File: src/rtl/keypad_scan_encoder.sv
// keypad_scan_encoder: scans a 4x4 keypad column by column, debounces whole scans and
// encodes one key as key_value/key_valid/key_pulse. Define KEYPAD_AUTOREPEAT_EN for autorepeat.
module keypad_scan_encoder #(
  parameter int SCAN_TICKS     = 10000,
  parameter int DEBOUNCE_SCANS = 4,
  parameter int REPEAT_SCANS   = 50
) (
  input  logic       clk,
  input  logic       reset_p,
  input  logic [3:0] row,
  output logic [3:0] col,
  output logic [3:0] key_value,
  output logic       key_valid,
  output logic       key_pulse
);
  localparam int TW = $clog2(SCAN_TICKS);
  localparam int DW = $clog2(DEBOUNCE_SCANS + 1);
  localparam logic [TW-1:0] TICK_LAST = TW'(SCAN_TICKS - 1);
  localparam logic [DW-1:0] DB_DONE   = DW'(DEBOUNCE_SCANS);
  localparam logic [DW-1:0] DB_ONE    = DW'(1);

  typedef enum logic [1:0] {IDLE, PRESS_DB, HELD, REL_DB} state_t;

  logic [3:0]    row_meta, row_sync;
  logic [TW-1:0] tick;
  logic [1:0]    acc_cnt, acc_cnt_next;  // row bits seen so far this scan, saturating at 2
  logic [3:0]    acc_code, acc_code_next;
  state_t        state, state_next;
  logic [DW-1:0] cnt, cnt_next, cnt_inc;
  logic [3:0]    cand, cand_next, key_value_next;
  logic          key_valid_next, key_pulse_next;
  logic          sample, scan_end, key_hit, key_match, rep_fire;
  logic [2:0]    row_ones;
  logic [1:0]    col_idx, row_idx;

  assign sample   = (tick == TICK_LAST);
  assign scan_end = sample && col[3];
  assign row_ones = {2'b0, row_sync[0]} + {2'b0, row_sync[1]}
                  + {2'b0, row_sync[2]} + {2'b0, row_sync[3]};
  assign cnt_inc  = (cnt == DB_DONE) ? cnt : cnt + 1'b1;

  always_comb begin
    unique case (col)
      4'b0010: col_idx = 2'd1;
      4'b0100: col_idx = 2'd2;
      4'b1000: col_idx = 2'd3;
      default: col_idx = 2'd0;
    endcase
    if (row_sync[0])      row_idx = 2'd0;
    else if (row_sync[1]) row_idx = 2'd1;
    else if (row_sync[2]) row_idx = 2'd2;
    else                  row_idx = 2'd3;
  end

  // NOTE: every always_comb output gets a default first so no path leaves it unassigned (no latch).
  always_comb begin
    acc_cnt_next  = acc_cnt;
    acc_code_next = acc_code;
    if (row_ones != 3'd0) begin
      if (acc_cnt == 2'd0 && row_ones == 3'd1) begin
        acc_cnt_next  = 2'd1;
        acc_code_next = {row_idx, col_idx};
      end else begin
        acc_cnt_next  = 2'd2;
      end
    end
  end

  assign key_hit   = scan_end && (acc_cnt_next == 2'd1);
  assign key_match = key_hit && (acc_code_next == cand);

  // NOTE: state registers use non-blocking assignments so all flops update from pre-edge values.
  always_ff @(posedge clk) begin
    if (reset_p) begin
      row_meta <= '0;
      row_sync <= '0;
      tick     <= '0;
      col      <= 4'b0001;
      acc_cnt  <= '0;
      acc_code <= '0;
    end else begin
      row_meta <= row;
      row_sync <= row_meta;
      if (sample) begin
        tick     <= '0;
        col      <= {col[2:0], col[3]};
        acc_cnt  <= scan_end ? 2'd0 : acc_cnt_next;
        acc_code <= acc_code_next;
      end else begin
        tick     <= tick + 1'b1;
      end
    end
  end

  always_comb begin
    state_next     = state;
    cnt_next       = cnt;
    cand_next      = cand;
    key_value_next = key_value;
    key_valid_next = key_valid;
    key_pulse_next = 1'b0;
    if (scan_end) begin
      unique case (state)
        IDLE: if (key_hit) begin
          cand_next  = acc_code_next;
          cnt_next   = DB_ONE;
          state_next = PRESS_DB;
        end
        PRESS_DB: if (key_match) begin
          cnt_next = cnt_inc;
          if (cnt_inc == DB_DONE) begin
            key_value_next = cand;
            key_valid_next = 1'b1;
            key_pulse_next = 1'b1;
            state_next     = HELD;
          end
        end else begin
          state_next = IDLE;
        end
        HELD: if (!key_match) begin
          cnt_next   = DB_ONE;
          state_next = REL_DB;
        end
        REL_DB: if (key_match) begin
          state_next = HELD;
        end else begin
          cnt_next = cnt_inc;
          if (cnt_inc == DB_DONE) begin
            key_valid_next = 1'b0;
            state_next     = IDLE;
          end
        end
        default: state_next = IDLE;
      endcase
    end
  end

  always_ff @(posedge clk) begin
    if (reset_p) begin
      state     <= IDLE;
      cnt       <= '0;
      cand      <= '0;
      key_value <= '0;
      key_valid <= 1'b0;
      key_pulse <= 1'b0;
    end else begin
      state     <= state_next;
      cnt       <= cnt_next;
      cand      <= cand_next;
      key_value <= key_value_next;
      key_valid <= key_valid_next;
      key_pulse <= key_pulse_next | rep_fire;
    end
  end

`ifdef KEYPAD_AUTOREPEAT_EN
  localparam int RW = $clog2(REPEAT_SCANS + 1);
  localparam logic [RW-1:0] REP_DONE = RW'(REPEAT_SCANS);
  logic [RW-1:0] rep_cnt, rep_inc;

  assign rep_inc  = (rep_cnt == REP_DONE) ? rep_cnt : rep_cnt + 1'b1;
  assign rep_fire = scan_end && (state == HELD) && key_match && (rep_inc == REP_DONE);

  // Cleared on any scan that is not a held match, so entering HELD always starts from zero.
  always_ff @(posedge clk) begin
    if (reset_p) begin
      rep_cnt <= '0;
    end else if (scan_end) begin
      if (state != HELD || !key_match || rep_fire) rep_cnt <= '0;
      else                                         rep_cnt <= rep_inc;
    end
  end
`else
  // Folds to constant zero; REPEAT_SCANS only has meaning with autorepeat built in.
  assign rep_fire = 1'b0 & (REPEAT_SCANS == 0);
`endif

endmodule

File: config.mk
export PLATFORM = sky130hd
export DESIGN_NAME = keypad_scan_encoder
export DESIGN_NICKNAME = d
export VERILOG_FILES = /design/src/rtl/keypad_scan_encoder.sv
export SDC_FILE = /design/constraint.sdc
export NUM_CORES = 1
export LEC_CHECK = 0
export ABC_AREA = 1
export CAP_MARGIN = 0
export CORE_MARGIN = 1
export CORE_UTILIZATION = 53
export CTS_CLUSTER_DIAMETER = 200
export CTS_CLUSTER_SIZE = 25
export DETAILED_ROUTE_END_ITERATION = 16
export HOLD_SLACK_MARGIN = 0.03
export PLACE_DENSITY_LB_ADDON = 0.12
export SETUP_SLACK_MARGIN = 0.15
export SLEW_MARGIN = 20
export SYNTH_ARGS = -nofsm -noshare
export SYNTH_HDL_FRONTEND = slang
export SYNTH_SLANG_ARGS = --single-unit
File: constraint.sdc
create_clock -name clk -period 3.1 [get_ports clk]
set_clock_uncertainty 0.15 [all_clocks]
set_input_delay 0.93 -clock clk [delete_from_list [all_inputs] [get_ports clk]]
set_output_delay 0.93 -clock clk [all_outputs]
set_load 0.02 [all_outputs]
Word-level counts from Yosys, hierarchy flattened:

Index checks and enable logic that the tools add are counted.

* $add $sub $neg: 5
* eq/ne operators: 20
* multiplexer cells: 28
* bitwise gates (word level): 3
* reductions and logical operators: 15

Operator list (number)
* 2-to-1 mux 2 bit: 11
* 2-to-1 mux 3 bit: 5
* adder 14 x 1 -> 14 bit (second input constant): 1
* equality test 14 bit (second input constant): 1
* != test 2 bit (second input constant): 6
* one-hot mux 3 bit (4 select lines): 1
* AND reduction 5 bit: 2
* 2-to-1 mux 4 bit: 2
* one-hot mux 2 bit (4 select lines): 1
* equality test 3 bit (second input constant): 2
* 2-to-1 mux 1 bit: 6
* != test 3 bit (second input constant): 2
* one-hot mux 2 bit (3 select lines): 1
* AND reduction 6 bit: 1
* equality test 2 x 1 -> 1 bit (second input constant): 2
* equality test 2 bit (second input constant): 2
* equality test 4 x 2 -> 1 bit (second input constant): 1
* equality test 4 x 3 -> 1 bit (second input constant): 1
* equality test 4 bit: 1
* equality test 4 bit (second input constant): 1
* logical AND 1 bit: 4
* logical NOT 2 bit: 2
* AND reduction 4 bit: 1
* OR reduction 4 bit: 1
* other kinds (11): 13

* register bits after elaboration: 47
* bits of input ports: 6
* output and inout bits: 10
* word-level logic and storage cells: 83

Longest topological paths before layout:

Gate-level depths: netlist (run 1).

* depth in word-level cells: 12
* mapped depth: 21
* depth with buffers taken out: 21

Worst setup path after synthesis (run 1):

OpenSTA, ideal clock, no wires.

* kind: register -> register
* start: reg row_sync[0]
* end: reg cnt[2]
* setup time: 0.113 ns
* data arrival time: 2.651 ns
* slack: 0.186 ns
* cell stages (with the launch flop): 22
* path buffers: 0
* clock period less this slack: 2.914 ns
* cell sequence: dfxtp_1 -> inv_1 -> fa_1 -> inv_1 -> ha_1 -> ha_1 -> nor2_4 -> nand2_4 -> nor2_8 -> nand2_2 -> nand2_2 -> nand2_2 -> nand2_2 -> nand2_2 -> nor2_4 -> nand2_2 -> nand2_1 -> o21ai_2 -> nor2_4 -> o21ai_2 -> nand2_1 -> nor2_1

* word-level cells in the longest chain between the ends: 12
* elaborated cells between the ends (all ways): 20
* those cells by class: add/sub: 3; eq/ne: 7; mux: 5; reduce/logical: 5

Ends and longest elaborated chain
* start: declaration: line 24 `logic [3:0] row_meta, row_sync;`
* start signal: assignment: line 83 `row_sync <= row_meta;`
* adder 1 x 1 -> 2 bit: line 38 `assign row_ones = {2'b0, row_sync[0]} + {2'b0, row_sync[1]}`
* adder 2 x 1 -> 3 bit: line 39 `+ {2'b0, row_sync[2]} + {2'b0, row_sync[3]};`
* adder 3 x 1 -> 3 bit: line 39
* equality test 3 x 1 -> 1 bit: line 60 `if (acc_cnt == 2'd0 && row_ones == 3'd1) begin`
* logical AND 1 bit: line 60
* 2-to-1 mux 2 bit: line 60
* 2-to-1 mux 2 bit: line 59 `if (row_ones != 3'd0) begin`
* equality test 2 x 1 -> 1 bit: line 69 `assign key_hit = scan_end && (acc_cnt_next == 2'd1);`
* logical AND 1 bit: line 69
* logical AND 1 bit: line 70 `assign key_match = key_hit && (acc_code_next == cand);`
* != test 2 bit (no source line)
* AND reduction 5 bit (no source line) (*)
* end signal: assignment: line 148 `cnt <= cnt_next;`
* end: declaration: line 29 `logic [DW-1:0] cnt, cnt_next, cnt_inc;`

Every way passes the cells marked *; elsewhere a longest branch is shown, timed or not.
A chain may end at the register's enable or synchronous reset.

==> metrics.txt, run 1 <==
# TYPE chip_impl_metric gauge
chip_impl_metric{name="synth.lib_cells_used.distinct",unit=""} 36
chip_impl_info{name="run_status",value="finished, violations left"} 1
chip_impl_metric{name="max_clock_freq",unit="MHz"} 334
chip_impl_metric{name="fp.dieArea",unit="um2"} 5060
chip_impl_metric{name="boundaryPins",unit=""} 16
chip_impl_metric{name="clkSinkCount",unit=""} 47
chip_impl_metric{name="dr_wl_met2",unit="um"} 2320
chip_impl_metric{name="worstMarginPinSlew",unit="ns"} 0.595
chip_impl_metric{name="htree_num_levels",unit=""} 2
chip_impl_metric{name="max_slew_violations",unit=""} 0
chip_impl_metric{name="numCtsBuffers",unit=""} 5
chip_impl_metric{name="synth-seq-cells",unit=""} 47
chip_impl_info{name="yosys.area.top_type",value="dfxtp_1"} 1
chip_impl_info{name="critical_path_class",value="flop to flop"} 1
chip_impl_metric{name="setup_total_negative_slack",unit="ns"} 0
chip_impl_metric{name="global_route_wire_length_before_repair",unit="um"} 8760
chip_impl_metric{name="route.vias.total",unit=""} 2187
chip_impl_metric{name="floorplan.rows",unit=""} 24
chip_impl_info{name="hold_class",value="flop to flop"} 1
chip_impl_metric{name="post-route-drc-count",unit=""} 1
chip_impl_info{name="synthMostInstantiatedCell",value="nand2_1"} 1
chip_impl_metric{name="layout_area_overhead",unit="%"} 14.6
chip_impl_metric{name="post-synth-top-area-fraction",unit="%"} 37.1
chip_impl_metric{name="slew_limit_headroom",unit="%"} 60.3
chip_impl_metric{name="yosysWarningCount",unit=""} 0
chip_impl_metric{name="detail-route-antenna-nets",unit=""} 0
chip_impl_metric{name="post_drt_wl_per_cell",unit="um"} 11.1
chip_impl_metric{name="mappedNetlistArea",unit="um2"} 2530
chip_impl_metric{name="final_period_minus_worst_setup_slack",unit="ns"} 3.00
chip_impl_metric{name="finalHoldViolations",unit=""} 0
chip_impl_metric{name="drt-met1-wl",unit="um"} 2230
chip_impl_metric{name="max_cap_viol_count",unit=""} 0
chip_impl_metric{name="cts-root-to-sink-buffers",unit=""} 2
chip_impl_metric{name="clk_pin_slew_worst_paths",unit="ns"} 0.08
chip_impl_metric{name="timing.reg2reg.setup_slack",unit="ns"} 0.10
chip_impl_info{name="routed.top_layer",value="met4"} 1
chip_impl_metric{name="net_count_after_synthesis",unit=""} 372
chip_impl_metric{name="grt_start_max_net_pins",unit=""} 22
chip_impl_info{name="synthTopCellsByCount",value="nand2_1 (65), inv_1 (60), dfxtp_1 (47)"} 1
chip_impl_metric{name="peakVddDrop",unit="V"} 0.000310
chip_impl_metric{name="placed_wire_length_estimate",unit="um"} 3630
chip_impl_info{name="crit_path_end_kind",value="flop"} 1
chip_impl_metric{name="setup_viol_count_final",unit=""} 0
chip_impl_metric{name="power_density",unit="nW/um2"} 425
chip_impl_metric{name="ys_seq_area_share",unit="%"} 37.1
chip_impl_metric{name="detailedRoute.firstPassIterationCount",unit=""} 10
chip_impl_metric{name="ratio_of_cells_with_drive_above_1_in_the_final_layout",unit="%"} 14.2
chip_impl_metric{name="routed_wirelength",unit="um"} 4820
chip_impl_info{name="synth.top_cells.by_area",value="dfxtp_1 (37%), nand2_1 (9.6%), inv_1 (8.9%)"} 1
chip_impl_info{name="crit_path_start_kind",value="flop"} 1
chip_impl_metric{name="first_global_vias",unit=""} 2139
chip_impl_info{name="violated_checks",value="DRC"} 1
chip_impl_metric{name="synth_area_per_cell",unit="um2"} 7.06
chip_impl_metric{name="detailroute.wirelength.met3",unit="um"} 181
chip_impl_metric{name="worst-path-max-fanout",unit=""} 6
chip_impl_metric{name="nets",unit=""} 393
chip_impl_metric{name="data_arrival_critical_path",unit="ns"} 3.05
chip_impl_metric{name="gp_routability_congestion",unit=""} 0.916
chip_impl_info{name="cts.root.buffer_cell",value="clkbuf_8"} 1
chip_impl_metric{name="starting_density_of_the_core",unit="%"} 56.7
chip_impl_metric{name="power.leakage",unit="nW"} 1.26
chip_impl_metric{name="ys_async_sr_fraction",unit="%"} 0
chip_impl_metric{name="antenna_found_initial",unit=""} 0
chip_impl_metric{name="die-width",unit="um"} 71.2
chip_impl_metric{name="clk-insertion-delay-late",unit="ns"} 0.30
chip_impl_metric{name="global_route.usage.total",unit="%"} 22.1
chip_impl_metric{name="power",unit="W"} 0.00123
chip_impl_metric{name="synth-edff-count",unit=""} 0
chip_impl_metric{name="core",unit="um2"} 4470
chip_impl_metric{name="final_min_period_over_clock_period",unit="%"} 96.7
chip_impl_metric{name="design_area",unit="um2"} 2910
chip_impl_metric{name="drt-initial-drc-count",unit=""} 113
chip_impl_metric{name="post_dp_cell_area",unit="um2"} 2730
chip_impl_metric{name="die-height",unit="um"} 71.2
chip_impl_info{name="grt_setup_unrepaired",value="true"} 1
chip_impl_info{name="cts_tree",value="built"} 1
chip_impl_info{name="ys.flop_type",value="dfxtp_1"} 1
chip_impl_metric{name="numPortBuffers",unit=""} 15
chip_impl_metric{name="grt_overflow",unit=""} 0
chip_impl_metric{name="n_antenna_cell",unit=""} 0
chip_impl_metric{name="average_via_count_per_standard_cell",unit=""} 5.05
chip_impl_metric{name="worst-endpoint-required",unit="ns"} 3.15
chip_impl_metric{name="gate_count_of_the_mapped_netlist",unit=""} 359
-- flip-flops by register name, indices dropped and copies added (netlist names), named ones only --
| signal | flops |
|---|---|
| tick | 14 |
| acc_code | 4 |
| cand | 4 |
| col | 4 |
| key_value | 4 |
| row_meta | 4 |
| row_sync | 4 |
| cnt | 3 |
| acc_cnt | 2 |
| key_pulse | 1 |
| key_valid | 1 |
| state | 1 |
-- power breakdown --
part / internal [W] / total, W / switching, W
combinational: 0.0000532 / 0.000144 / 0.0000912
sequential: 0.000611 / 0.000615 / 0.00000357
clock: 0.000265 / 0.000474 / 0.000209
-- routing by layer --
layer / global-route usage [%] / up-vias
met5: 0 / -
met4: 10.4 / 0
met3: 4.13 / 6
met2: 39.7 / 39
met1: 25.1 / 965
li1: - / 1177
-- critical path, stage by stage, from the launching register on --
cell and delay (ns):
dfxtp_2 0.34, inv_2 0.04, fa_1 0.52, inv_1 0.04
ha_2 0.18, ha_4 0.22, nor2_4 0.19, nand2_4 0.09
nor2_8 0.13, nand2_1 0.11, nand3_1 0.08, nand2_1 0.08
nor2_2 0.12, nand3_1 0.11, nand2_1 0.07, nand2_1 0.04
nand2_1 0.08, nand3_2 0.10, nor2_1 0.14, nor2_2 0.05
-- final cells by class --
class	count	area (um2)
Multi-Input combinational cell	245	1360
Tap cell	52	65.1
Sequential cell	47	942
Inverter	62	233
Timing Repair Buffer	19	180
Fill cell	413	1570
Clock buffer	6	82.6
Clock inverter	2	38.8
-- metrics by stage --
stage	utilization (%)	hold slack (ns)	setup slack [ns]	cells
final	64.9	0.251	0.103	433
after global routing	64.9	0.291	-0.126	433
after CTS	64.7	0.252	0.0972	432
after detailed placement	61.0	0.242	-0.0545	422
after global placement	61.0	0.242	0.0136	422
after floorplan	-	0.238	0.186	359
-- path summary, 6_finish.rpt --
kind | cells after the start | from | end
max | 19 | row_sync[0] | flop
min | 2 | row_meta[0] | row_sync[0]
max reg2reg | 19 | row_sync[0] | flop
min reg2reg | 2 | row_meta[0] | row_sync[0]
-- layout by cell type (no fill, tap or decap), drive strengths merged --
master	n
a21oi	22
nor3	12
buf	4
dfxtp	47
o21a	1
xor2	5
nor2	57
nor3b	1
clkdlybuf4s50	15
or2	2
a21boi	1
ha	6
nand2	74
nand4	5
nor4	2
a31oi	1
bufinv	1
fa	1
inv	63
nand3	33
o21ai	22
clkbuf	6
-- cells by family after synthesis --
family	share of synthesized area [%]
AND/OR/NAND/NOR	37.3
buffers and inverters	10.3
AO/OA/AOI/OAI	9.82
flip-flops	37.1
adder cells (fa/ha/maj)	3.75
XOR/XNOR	1.73
-- timing repair --
action | in CTS | in global routing
buffers inserted | 2 | 1
endpoints found under the setup margin | 13 | 14
pin swaps | 6 | 3
gates cloned | 0 | 0
gates resized for setup | 7 | 2
hold buffers | 0 | 0
No activity file was read; power rests on OpenSTA's default activity.
==> run 2: changes to the inputs <==
CORE_MARGIN = default   (was 1)
==> results of run 2 <==
No change in the layout: final DEF, timing and power equal those of run 1.
==> run 3: changes to the inputs <==
--- a/constraint.sdc
+++ b/constraint.sdc
@@ -4,2 +4,2 @@
 set_output_delay 0.93 -clock clk [all_outputs]
-set_load 0.02 [all_outputs]
+set_load 0.05 [all_outputs]
==> results of run 3 <==
No change in the layout: final DEF, timing and power equal those of run 1.
